**config.mk**
```make
export PLATFORM = sky130hd
export DESIGN_NAME = prog_interval_timer
export DESIGN_NICKNAME = d
export VERILOG_FILES = /design/src/rtl/timer_pkg.sv /design/src/rtl/tick_prescaler.sv /design/src/rtl/prog_interval_timer.sv
export SDC_FILE = /design/constraint.sdc
export NUM_CORES = 1
export LEC_CHECK = 0
export CORE_ASPECT_RATIO = 2
export CORE_MARGIN = 5
export CORE_UTILIZATION = 40
export DETAILED_ROUTE_END_ITERATION = 8
export PLACE_DENSITY_LB_ADDON = 0.12
export SYNTH_ARGS = -nofsm -noshare
export SYNTH_HDL_FRONTEND = slang
export SYNTH_SLANG_ARGS = --single-unit
```
**constraint.sdc**
```tcl
create_clock -name clk -period 2.49 [get_ports clk]
set_input_delay 0.249 -clock clk [delete_from_list [all_inputs] [get_ports clk]]
set_output_delay 0.249 -clock clk [all_outputs]
set_load 0.03 [all_outputs]
```
**src/rtl/timer_pkg.sv**
```systemverilog
// Shared definitions for the programmable interval timer.
//   state_t        : controller state (IDLE, RUN)
//   MODE_*         : encodings of the mode input
//   calc_div       : clock cycles per tick, CLK_HZ / TICK_HZ
//   calc_pre_w     : prescaler width needed to count 0..DIV-1
package timer_pkg;

  typedef enum logic {
    IDLE = 1'b0,
    RUN  = 1'b1
  } state_t;

  localparam logic MODE_ONESHOT  = 1'b0;
  localparam logic MODE_PERIODIC = 1'b1;

  // A zero tick rate yields DIV 0, which the top rejects at elaboration.
  function automatic int unsigned calc_div(input int unsigned clk_hz,
                                           input int unsigned tick_hz);
    return (tick_hz == 0) ? 0 : clk_hz / tick_hz;
  endfunction

  // Never narrower than one bit, so degenerate DIV values still elaborate
  // far enough to reach the DIV range check.
  function automatic int unsigned calc_pre_w(input int unsigned div);
    return (div < 2) ? 1 : $clog2(div);
  endfunction

endpackage

```
**src/rtl/tick_prescaler.sv**
```systemverilog
// Clock prescaler: divides clk down to one wrap pulse every DIV enabled cycles.
//   clk  : system clock, rising edge
//   rst  : synchronous, active-low reset
//   run  : advance the prescaler this cycle (state RUN and enable high)
//   clr  : force the prescaler back to 0 (start or stop); wins over run
//   wrap : combinational, high while run is high and the prescaler sits at DIV-1
module tick_prescaler #(
  parameter int unsigned DIV = 10
) (
  input  logic clk,
  input  logic rst,
  input  logic run,
  input  logic clr,
  output logic wrap
);
  import timer_pkg::*;

  localparam int unsigned   PRE_W = calc_pre_w(DIV);
  localparam logic [PRE_W-1:0] LAST  = PRE_W'(DIV - 1);
  localparam logic [PRE_W-1:0] ONE   = PRE_W'(1);

  logic [PRE_W-1:0] pre;

  assign wrap = run && (pre == LAST);

  // Holds while run is low; wrapping back to 0 also covers leaving RUN on a
  // one-shot expiry, so the parent only needs to clear on start and stop.
  always_ff @(posedge clk) begin
    if (!rst) begin
      pre <= '0;
    end else if (clr) begin
      pre <= '0;
    end else if (run) begin
      if (pre == LAST) begin
        pre <= '0;
      end else begin
        pre <= pre + ONE;
      end
    end
  end

endmodule

```
**src/rtl/prog_interval_timer.sv**
```systemverilog
// Programmable interval timer with one-shot and periodic modes, pause and abort.
//   clk      : system clock, rising edge
//   rst      : synchronous, active-low reset
//   enable   : 1 advances prescaler and counter, 0 pauses
//   start    : one-cycle pulse, loads load_val and begins counting
//   stop     : one-cycle pulse, aborts the run (count holds)
//   mode     : 0 one-shot, 1 periodic; sampled on start only
//   load_val : ticks to expiry; sampled on start only
//   count    : remaining ticks
//   tick     : one-cycle pulse per elapsed tick
//   expired  : one-cycle pulse when count reaches 0
//   busy     : high while state is RUN
module prog_interval_timer #(
  parameter int unsigned CLK_HZ  = 50000000,
  parameter int unsigned TICK_HZ = 1,
  parameter int unsigned CNT_W   = 8
) (
  input  logic             clk,
  input  logic             rst,
  input  logic             enable,
  input  logic             start,
  input  logic             stop,
  input  logic             mode,
  input  logic [CNT_W-1:0] load_val,
  output logic [CNT_W-1:0] count,
  output logic             tick,
  output logic             expired,
  output logic             busy
);
  import timer_pkg::*;

  localparam int unsigned      DIV     = calc_div(CLK_HZ, TICK_HZ);
  localparam logic [CNT_W-1:0] CNT_ONE = CNT_W'(1);

  generate
    if (DIV < 2) begin : g_div_check
      $error("prog_interval_timer: CLK_HZ/TICK_HZ must be at least 2");
    end
  endgenerate

  state_t           state;
  logic [CNT_W-1:0] reload;
  logic             mode_q;
  logic             pre_run;
  logic             pre_clr;
  logic             wrap;

  assign pre_run = (state == RUN) && enable;
  assign pre_clr = start || stop;

  tick_prescaler #(
    .DIV (DIV)
  ) u_prescaler (
    .clk  (clk),
    .rst  (rst),
    .run  (pre_run),
    .clr  (pre_clr),
    .wrap (wrap)
  );

  // Controller: priority is reset, then start, then stop, then tick processing.
  always_ff @(posedge clk) begin
    if (!rst) begin
      state   <= IDLE;
      count   <= '0;
      reload  <= '0;
      mode_q  <= MODE_ONESHOT;
      tick    <= 1'b0;
      expired <= 1'b0;
      busy    <= 1'b0;
    end else begin
      tick    <= 1'b0;
      expired <= 1'b0;

      if (start) begin
        // A due tick is swallowed by the restart.
        if (load_val != '0) begin
          count  <= load_val;
          reload <= load_val;
          mode_q <= mode;
          state  <= RUN;
          busy   <= 1'b1;
        end else begin
          // Zero-length interval expires immediately in either mode.
          count   <= '0;
          expired <= 1'b1;
          state   <= IDLE;
          busy    <= 1'b0;
        end
      end else if (stop) begin
        if (state == RUN) begin
          state <= IDLE;
          busy  <= 1'b0;
        end
      end else if (wrap) begin
        tick <= 1'b1;
        if (count == CNT_ONE) begin
          expired <= 1'b1;
          if (mode_q == MODE_PERIODIC) begin
            count <= reload;
          end else begin
            count <= '0;
            state <= IDLE;
            busy  <= 1'b0;
          end
        end else begin
          count <= count - CNT_ONE;
        end
      end
    end
  end

endmodule

```
==> results.md, run 1 <==
* Slew HR at 70.85%
* Actual slew at the worst max-slew pin at around 430 ps
* Initial DRT Pass Iterations at 4
* Finish-stage setup viols at 0
* DIE AREA at about 0.0076 sq mm
* Maxcap violations at 0
* CP peak stage delay at about 570 ps
* CTS buffer count at 5
* F_max at 0.4649 GHz
* Post-layout min period at ~2200 ps
* Max Slew Vio Count at 0
* First-pass GRT wire length at around 11000 um
* Via count at just over 2000
* Area occupied by multi-input gates at between 0.001 and 0.0015 sq mm
* Core Util, Final at approximately half
* Yosys reg bits at 47
* Initial antenna violation count at 0
* # Post-CTS Setup Buffers at 0
* CP Class: flip-flop to flip-flop
* Maximum vdd ir drop at 370.7 uV
* Total core area at approximately 0.0058 sq mm
* Clk root buf: clkbuf_16
* Async S/R FF share, synth at 0%
* Synth unique cells at 48
* CP Data Required Time at roughly 2700 ps
* DR vias/cell at about 5.6
* Post-DRT Antenna Nets at 0
* Bufs and invs on worst path at 0
* WL/cell at between 15 and 20 um
* Syn Area/Cell at 8.689 sq um
* CP max FO at 10
* Cell count after synthesis at approximately 270
* Yosys Warn Count at 0
* Number of synthesized flops with an enable pin at 0
* CTS Sinks at 47
* Cell family with most CP delay: simple AND/OR/NAND/NOR gates
* Die Span Y at 118.7 um
* Layout net count at between 300 and 400
* P_leak at a little under 1 nW
* GP Congestion at about 0.84
* Residual DRC count at 0
* Status: complete, no violations
* Port Buf Inserts at 24
* Longest Clk Path Bufs at 2
* Setup tns final at 0 ps
* Hold buffer count at cts at 0
* Share of cells above drive strength 1 at approximately a tenth
* Critical path cell sequence: or4_4 > or3_1 > a21oi_2 > a2111oi_2 > a221o_1
* Post-cts gate resize count at 0
* Largest net degree at the start of global routing at 26
* HPWL Detailed at roughly 4800 um
* Most common flop cell mapped by yosys: dfxtp_1
* Synth area leaders: dfxtp_1, xor2_1, nor2_1, nand3_1, xnor2_1
* Post-synth top area share at between 30% and 40%
* Worst skew pair latency at between 200 and 300 ps
* Overflow after GRT at 0
* Width of the die at ~64 um
* Hold Vio Cnt, Final at 0
* Total routed wirelength at between 6000 and 7000 um
* Ports at 25
* All-Layer GR Usage at between 10% and 20%
* Area delta synth->final at 21.44%
* Post-Syn Area at 0.002364 sq mm
* Net Count, Synth at about 290
* Commonest cells in the netlist: dfxtp_1, nor2_1, xor2_1, nand3_1, nand2_1
* Area leader, netlist: dfxtp_1
* Critical path startpoint category: flip-flop
* Cell Pwr Density at between 500 and 600 mW/mm^2
* DR iter-0 viols at 103
* ANT cells at 0
* Clock slew at reported path FFs at 60 ps
* Post-Route Skew at between 3 and 4 ps
* RSZ-0062 raised after global routing: no
* Num rows at 39
* H-tree level count at 2
* TritonCTS clock tree: done
* Starting Density at 41.05%
* Fin crit share at ~86%
* FILL cells at roughly 560
* Critical-path top delay cell: or4_4
* CP arrival at 2320 ps
* Sequential-to-total area share from yosys stat at 39.81%
* Worst Setup End Kind: flip-flop
* Hold crit path type: flip-flop to flip-flop
* Sequential cell area at ~940 sq um
* Vias in the first global route at approximately 2100
* Top-count cell post-synth: dfxtp_1
through the flow:
step | hold WS (ps) | total power [mW] | worst slack, ps | area [sq um] | cells
after floorplan | 357.5 | 0.9081 | 443.8 | 2364 | 272
after global placement | 462.9 | 0.9851 | 85.57 | 2714 | 356
after detailed placement | 472.3 | 0.9858 | 55.72 | 2714 | 356
after CTS | 482.6 | 1.698 | 329.0 | 2870 | 364
after global routing | 504.1 | 1.748 | 242.9 | 2870 | 364
final | 480.7 | 1.678 | 338.9 | 2870 | 364
cells in the final DEF (no fill, tap or decap), types with 3 or more instances in the layout:
| cell type | n |
|---|---|
| o21ai_0 | 4 |
| and3_1 | 8 |
| ha_1 | 3 |
| nand4_1 | 12 |
| xnor2_1 | 9 |
| clkdlybuf4s50_1 | 24 |
| xor2_1 | 20 |
| buf_4 | 10 |
| clkbuf_16 | 5 |
| a21oi_1 | 14 |
| nor3_1 | 9 |
| nand3_1 | 16 |
| nor2_1 | 33 |
| dfxtp_1 | 47 |
| nand2_1 | 15 |
| nand2b_1 | 5 |
| or3_1 | 4 |
| a22oi_1 | 8 |
| nor2b_1 | 9 |
| inv_1 | 4 |
area by class of cell:
type	count	share of cell area [%]
Timing Repair Buffer	35	11.68
Tap cell	61	2.659
Sequential cell	47	32.78
Inverter	4	0.5231
Multi-Input combinational cell	209	46.90
Clock buffer	8	5.449
power breakdown:
| group | switching [mW] | total [mW] | internal (mW) |
|---|---|---|---|
| sequential | 0.0233 | 0.794 | 0.770 |
| combinational | 0.0955 | 0.176 | 0.0806 |
| clock | 0.280 | 0.708 | 0.428 |
| total | 0.399 | 1.68 | 1.28 |
per-layer routing:
layer	track usage, %	share of wire [%]	up-vias
met4	10.60	4.2	0
li1	-	-	1029
met3	3.795	3.3	14
met5	0	0	-
met1	17.46	37	955
met2	33.74	56	49
worst min-delay path, stage by stage, from the launching register on:
cell,delay (ps)
dfxtp_1,320
nand2_1,60
a21oi_1,50
state kept, by name (all words and copies together) (netlist names):
signal	flops
reload	8
u_prescaler.pre	26
mode_q	1
state	1
busy	1
count	8
expired	1
tick	1
final timing paths:
check                                     to  slack [ps]  depth (start not counted)                       startpoint
min          u_prescaler.pre[1]$_SDFFE_PP0N_         480                          2  u_prescaler.pre[1]$_SDFFE_PP0N_
max reg2reg            count[2]$_SDFFE_PN0P_         340                          5            count[5]$_SDFFE_PN0P_
min reg2reg  u_prescaler.pre[1]$_SDFFE_PP0N_         480                          2  u_prescaler.pre[1]$_SDFFE_PP0N_
max                    count[2]$_SDFFE_PN0P_         340                          5            count[5]$_SDFFE_PN0P_
cells by family (layout without fill, tap and decap cells):
group | Yosys count | in the layout | synth area share [%]
simple gates | 133 | 133 | 31.39
flops | 47 | 47 | 39.81
compound gates | 43 | 43 | 12.81
xor+xnor | 29 | 29 | 10.75
buf+inv | 16 | 47 | 3.229
fa+ha+maj | 3 | 3 | 1.588
mux | 1 | 1 | 0.4235
No activity file was read; power rests on OpenSTA's default activity.
==> run 2, diff against run 1 <==
--- a/config.mk
+++ b/config.mk
@@ -8,6 +8,7 @@
 export CORE_ASPECT_RATIO = 2
 export CORE_MARGIN = 5
 export CORE_UTILIZATION = 40
+export CTS_BUF_LIST = sky130_fd_sc_hd__clkbuf_4 sky130_fd_sc_hd__clkbuf_8
 export DETAILED_ROUTE_END_ITERATION = 8
 export PLACE_DENSITY_LB_ADDON = 0.12
 export SYNTH_ARGS = -nofsm -noshare
==> run 2 against run 1 <==
Global-route usage is 0.33 points lower. Critical path type unchanged. Total power decreased by 11%. Combinational power barely moved. Sequential power about the same. Register-to-register slack lost 20 ps. Final cell count unchanged. Worst setup slack got worse by 19 ps. Maximum frequency fell by 0.87%.
==> results.md, run 2 (synthesis results as in run 1) <==
* Status: complete, no violations
* Bufs and invs on worst path at 0 (unchanged)
* Via count at 2075 (+1.4%)
* Reg power frac at 53.0% (+5.7 points)
* Cell-internal power at 1.115 mW (-13%)
* Critical path cell sequence: or4_4 > or3_1 > a21oi_2 > a2111oi_2 > a221o_1
* CP Data Required Time at 2690 ps (+30 ps)
* Hold path startpoint: u_prescaler.pre[1]$_SDFFE_PP0N_
* Slew HR at 69.92% (-0.93 points)
* Ports at 25 (unchanged)
* Num rows at 39 (unchanged)
* RSZ-0062 raised after global routing: no
* Sw Ratio at 25.40% (+1.6 points)
* DR iter-0 viols at 106 (+2.9%)
* Total chip power at 1.494 mW (-11%)
* Max Slew Vio Count at 0 (unchanged)
* Clock power share at 35.2% (-7.0 points)
* CP arrival at 2370 ps (+50 ps)
* Sw power at 379.5 uW (-4.9%)
* FILL cells at 567 (+0.53%)
* Largest net degree at the start of global routing at 26 (unchanged)
* Cell Area, Placed at 0.002714 sq mm (unchanged)
* Actual slew at the worst max-slew pin at 450.5 ps (+16.64 ps)
* Comb pwr share at 11.8% (+1.3 points)
* Width of the die at 64.36 um (unchanged)
* CP peak stage delay at 570 ps (about the same)
* Die Span Y at 118.7 um (unchanged)
* HPWL Detailed at 4752 um (unchanged)
* Hold buffer count at cts at 0 (unchanged)
* Hold crit path type: flip-flop to flip-flop
* # Post-CTS Setup Buffers at 0 (unchanged)
* TritonCTS clock tree: done
* DIE AREA at 0.007640 sq mm (unchanged)
* Worst skew pair latency at 310 ps (+20 ps)
* Cell Pwr Density at 530.3 mW/mm^2 (-9.3%)
* Critical path startpoint category: flip-flop
* Fin crit share at 87.15% (+0.76 points)
* WL/cell at 17.27 um (-0.52%)
* CTS buffer count at 5 (unchanged)
* Critical path origin: count[5]$_SDFFE_PN0P_
* Initial antenna violation count at 0 (unchanged)
* Total core area at 0.005758 sq mm (unchanged)
* Cell family with most CP delay: simple AND/OR/NAND/NOR gates
* Critical-path top delay cell: or4_4
* Initial DRT Pass Iterations at 4 (unchanged)
* Cell total after placement at 356 (unchanged)
* Clk root buf: clkbuf_8
* Biggest register: u_prescaler.pre
* All-Layer GR Usage at 17.72% (-0.33 points)
* Most common cell after layout, fill and taps aside: dfxtp_1
* Maxcap violations at 0 (unchanged)
* Hold Vio Cnt, Final at 0 (unchanged)
* Registers with the most flip-flops: u_prescaler.pre x26, count x8, reload x8
* Final WS setup at 320.1 ps (-18.82 ps)
* Total routed wirelength at 6288 um (-0.52%)
* P_leak at 0.9521 nW (-2.3%)
* DR vias/cell at 5.701 (+1.4%)
* Finish-stage setup viols at 0 (unchanged)
* H-tree level count at 2 (unchanged)
* Vias in the first global route at 2121 (-0.28%)
* F_max at 0.4608 GHz (-0.87%)
* Layout net count at 319 (unchanged)
* First-pass GRT wire length at 10580 um (-0.84%)
* CP Class: flip-flop to flip-flop
* Post-cts gate resize count at 0 (unchanged)
* Share of cells above drive strength 1 at 10.23% (+0.33 points)
* Overflow after GRT at 0 (unchanged)
* Final Non-Filler Cells at 364 (unchanged)
* Starting Density at 41.05% (unchanged)
* Clock slew at reported path FFs at 90 ps (+30 ps)
* Worst Setup End Kind: flip-flop
* Pre-CTS WS at 55.72 ps (unchanged)
* Port Buf Inserts at 24 (unchanged)
* RR Startpoint: count[5]$_SDFFE_PN0P_
* Core Util, Final at 48.94% (-0.91 points)
* Hold Slack at 480.3 ps (-0.3870 ps)
* Area delta synth->final at 19.22%
* Post-Route Skew at 11.71 ps (+8.514 ps)
* Maximum vdd ir drop at 310.9 uV (-16%)
* GP Congestion at 0.8418 (unchanged)
* Post-layout min period at 2170 ps (+18.82 ps)
* Longest Clk Path Bufs at 2 (unchanged)
* Residual DRC count at 0 (unchanged)
* Post-DRT Antenna Nets at 0 (unchanged)
* ANT cells at 0 (unchanged)
* Most frequent cells in the layout: dfxtp_1, nor2_1, clkdlybuf4s50_1, xor2_1, nand3_1
* CTS Sinks at 47 (unchanged)
* Largest register FFs at 26 (unchanged)
* Design Area, Final at 0.002818 sq mm (-1.8%)
* Setup tns final at 0 ps (unchanged)
* CP max FO at 10 (unchanged)
## run 2: cell counts in the layout (fill, tap and decap cells not counted)
No cell type changed its count.
## run 2: cell type report
type | count | area [sq um] | share of cell area [%]
Sequential cell | 47 | 940.9 | 33.39
Tap cell | 61 | 76.32 | 2.709
Multi-Input combinational cell | 209 | 1346 | 47.78
Inverter | 4 | 15.01 | 0.5329
Timing Repair Buffer | 35 | 335.3 | 11.90
Clock buffer | 8 | 103.9 | 3.686
## run 2: power by group through the flow
stage | clock network (mW) | registers [mW] | logic [mW]
2_1_floorplan | 0 | 0.820 | 0.0882
3_3_place_gp | 0 | 0.810 | 0.175
3_5_place_dp | 0 | 0.810 | 0.175
4_1_cts | 0.543 | 0.793 | 0.177
5_1_grt | 0.567 | 0.797 | 0.189
6_report | 0.526 | 0.793 | 0.176
## run 2: tightest hold or removal path, delay by kind of cell (launching register included)
kind / cells / cell delay, ps
compound gates: 1 / 50
flops: 1 / 330
simple gates: 1 / 60
## run 2: metal layers
layer | global-route usage (%) | up-vias | routed length, um
met5 | 0 | - | 0
met4 | 9.536 | 0 | 247
met3 | 3.510 | 17 | 191
met2 | 33.87 | 38 | 3499
met1 | 16.98 | 990 | 2350
li1 | - | 1030 | -
## run 2: worst paths after layout
| path | slack [ps] | endpoint | cells after the start |
|---|---|---|---|
| setup reg to reg | 320 | count[2]$_SDFFE_PN0P_ | 5 |
| setup / recovery | 320 | count[2]$_SDFFE_PN0P_ | 5 |
| hold reg to reg | 480 | u_prescaler.pre[1]$_SDFFE_PP0N_ | 2 |
| hold / removal | 480 | u_prescaler.pre[1]$_SDFFE_PP0N_ | 2 |
==> run 3, diff against run 2 <==
--- a/config.mk
+++ b/config.mk
@@ -5,7 +5,6 @@
 export SDC_FILE = /design/constraint.sdc
 export NUM_CORES = 1
 export LEC_CHECK = 0
-export CORE_ASPECT_RATIO = 2
 export CORE_MARGIN = 5
 export CORE_UTILIZATION = 40
 export CTS_BUF_LIST = sky130_fd_sc_hd__clkbuf_4 sky130_fd_sc_hd__clkbuf_8
==> run 3 against run 2 <==
Count of clock-buffer cells in the layout fell by 2. Largest cell class unchanged. Global-route usage is 1.9 points lower. Maximum frequency increased by 2.4%. Critical endpoint unchanged. Non-clock buffer count grew 3. Cell area rose by 1.5%. Critical path depth did not move.
==> results.md, run 3 (synthesis results as in run 1) <==
* CP Class: flip-flop to flip-flop
* Area delta synth->final at 20.96%
* Most common cell after layout, fill and taps aside: dfxtp_1
* Hold buffer count at cts at 0 (unchanged)
* Status: complete, no violations
* Largest net degree at the start of global routing at 20 (-23%)
* Post-cts gate resize count at 0 (unchanged)
* DR iter-0 viols at 109 (+2.8%)
* Registers with the most flip-flops: u_prescaler.pre x26, count x8, reload x8
* TritonCTS clock tree: done
* Num rows at 28 (-28%)
* Clk root buf: clkbuf_8
* DIE AREA at 0.007546 sq mm (-1.2%)
* Maxcap violations at 0 (unchanged)
* Most frequent cells in the layout: dfxtp_1, nor2_1, clkdlybuf4s50_1, xor2_1, nand3_1
* CTS Sinks at 47 (unchanged)
* CP arrival at 2320 ps (-50 ps)
* Residual DRC count at 0 (unchanged)
* All-Layer GR Usage at 15.84% (-1.9 points)
* Total core area at 0.005816 sq mm (+1.0%)
* # Post-CTS Setup Buffers at 0 (unchanged)
* Post-layout min period at 2118 ps (-51.64 ps)
* Core Util, Final at 49.16% (+0.23 points)
* Via count at 2048 (-1.3%)
* HPWL Detailed at 4095 um (-14%)
* Slew HR at 70.77% (+0.84 points)
* Finish-stage setup viols at 0 (unchanged)
* Longest Clk Path Bufs at 2 (unchanged)
* CP max FO at 10 (unchanged)
* Critical path startpoint category: flip-flop
* Layout net count at 322 (+0.94%)
* GP Congestion at 0.8082 (-4.0%)
* Cell Pwr Density at 541.9 mW/mm^2 (+2.2%)
* Hold Vio Cnt, Final at 0 (unchanged)
* Actual slew at the worst max-slew pin at 435.1 ps (-15.40 ps)
* Total routed wirelength at 5563 um (-12%)
* Ports at 25 (unchanged)
* RSZ-0062 raised after global routing: no
* CP Data Required Time at 2690 ps (about the same)
* Hold crit path type: flip-flop to flip-flop
* P_leak at 0.9673 nW (+1.6%)
* First-pass GRT wire length at 9563 um (-9.6%)
* Starting Density at 40.64% (-0.41 points)
* Clock slew at reported path FFs at 90 ps (about the same)
* Fin crit share at 85.07% (-2.1 points)
* Vias in the first global route at 1925 (-9.2%)
* CTS buffer count at 5 (unchanged)
* Post-Route Skew at 13.29 ps (+1.582 ps)
* Post-DRT Antenna Nets at 0 (unchanged)
* Width of the die at 86.87 um (+35%)
* H-tree level count at 2 (unchanged)
* Initial DRT Pass Iterations at 5 (+1)
* Hold Slack at 483.7 ps (+3.432 ps)
* Port Buf Inserts at 24 (unchanged)
* FILL cells at 593 (+4.6%)
* Worst Setup End Kind: flip-flop
* Max Slew Vio Count at 0 (unchanged)
* ANT cells at 0 (unchanged)
* DR vias/cell at 5.375 (-5.7%)
* Total chip power at 1.549 mW (+3.7%)
* Worst skew pair latency at 310 ps (about the same)
* F_max at 0.4721 GHz (+2.4%)
* Die Span Y at 86.87 um (-27%)
* Share of cells above drive strength 1 at 11.11% (+0.88 points)
* Largest register FFs at 26 (unchanged)
* Overflow after GRT at 0 (unchanged)
* WL/cell at 14.60 um (-15%)
* Setup tns final at 0 ps (unchanged)
* Biggest register: u_prescaler.pre
* Maximum vdd ir drop at 220.9 uV (-29%)
* Initial antenna violation count at 0 (unchanged)
==> run 3: cell count changes in the layout (fill, tap and decap cells not counted), sizes merged <==
| cell | previous run | this run |
|---|---|---|
| buf | 11 | 14 |
| clkbuf | 8 | 6 |
| bufinv | 0 | 1 |
| clkinv | 0 | 1 |
==> run 3: area by class of cell <==
class	count	area, sq um	share of cell area (%)
Clock buffer	6	82.58	2.888
Clock inverter	2	35.03	1.225
Inverter	4	15.01	0.5252
Multi-Input combinational cell	209	1346	47.09
Sequential cell	47	940.9	32.91
Tap cell	75	93.84	3.282
Timing Repair Buffer	38	345.3	12.08
==> run 3: worst paths after layout <==
path	startpoint	depth (start not counted)	slack [ps]	to
hold reg to reg	busy$_SDFFE_PN0P_	2	480	busy$_SDFFE_PN0P_
hold / removal	busy$_SDFFE_PN0P_	2	480	busy$_SDFFE_PN0P_
setup / recovery	count[5]$_SDFFE_PN0P_	5	370	count[2]$_SDFFE_PN0P_
setup reg to reg	count[5]$_SDFFE_PN0P_	5	370	count[2]$_SDFFE_PN0P_
==> run 3: critical path, stage by stage, from the launching register on <==
cell,delay (ps)
dfxtp_1,360
or4_4,570
or3_1,550
a21oi_2,190
a2111oi_2,70
a221o_1,270
==> run 3: per-stage QoR <==
step	std cells	setup slack [ps]	cell area, sq um
2_1_floorplan	272	443.8	2364
3_3_place_gp	373	136.3	2741
3_5_place_dp	373	96.17	2741
4_1_cts	381	365.6	2859
5_1_grt	381	271.7	2859
6_report	381	371.7	2859
==> run 3: metal layers <==
layer	vias to the layer above	global-route usage (%)	part of all wire [%]
met2	38	26.02	47
met4	0	4.674	0.61
met1	965	20.95	47
met5	-	0	0
met3	4	3.217	4.9
li1	1041	-	-
==> run 3: power breakdown <==
part	switching, mW	internal [mW]
Sequential	0.0199	0.770
Clock	0.263	0.325
Combinational	0.0909	0.0810
Total	0.374	1.18
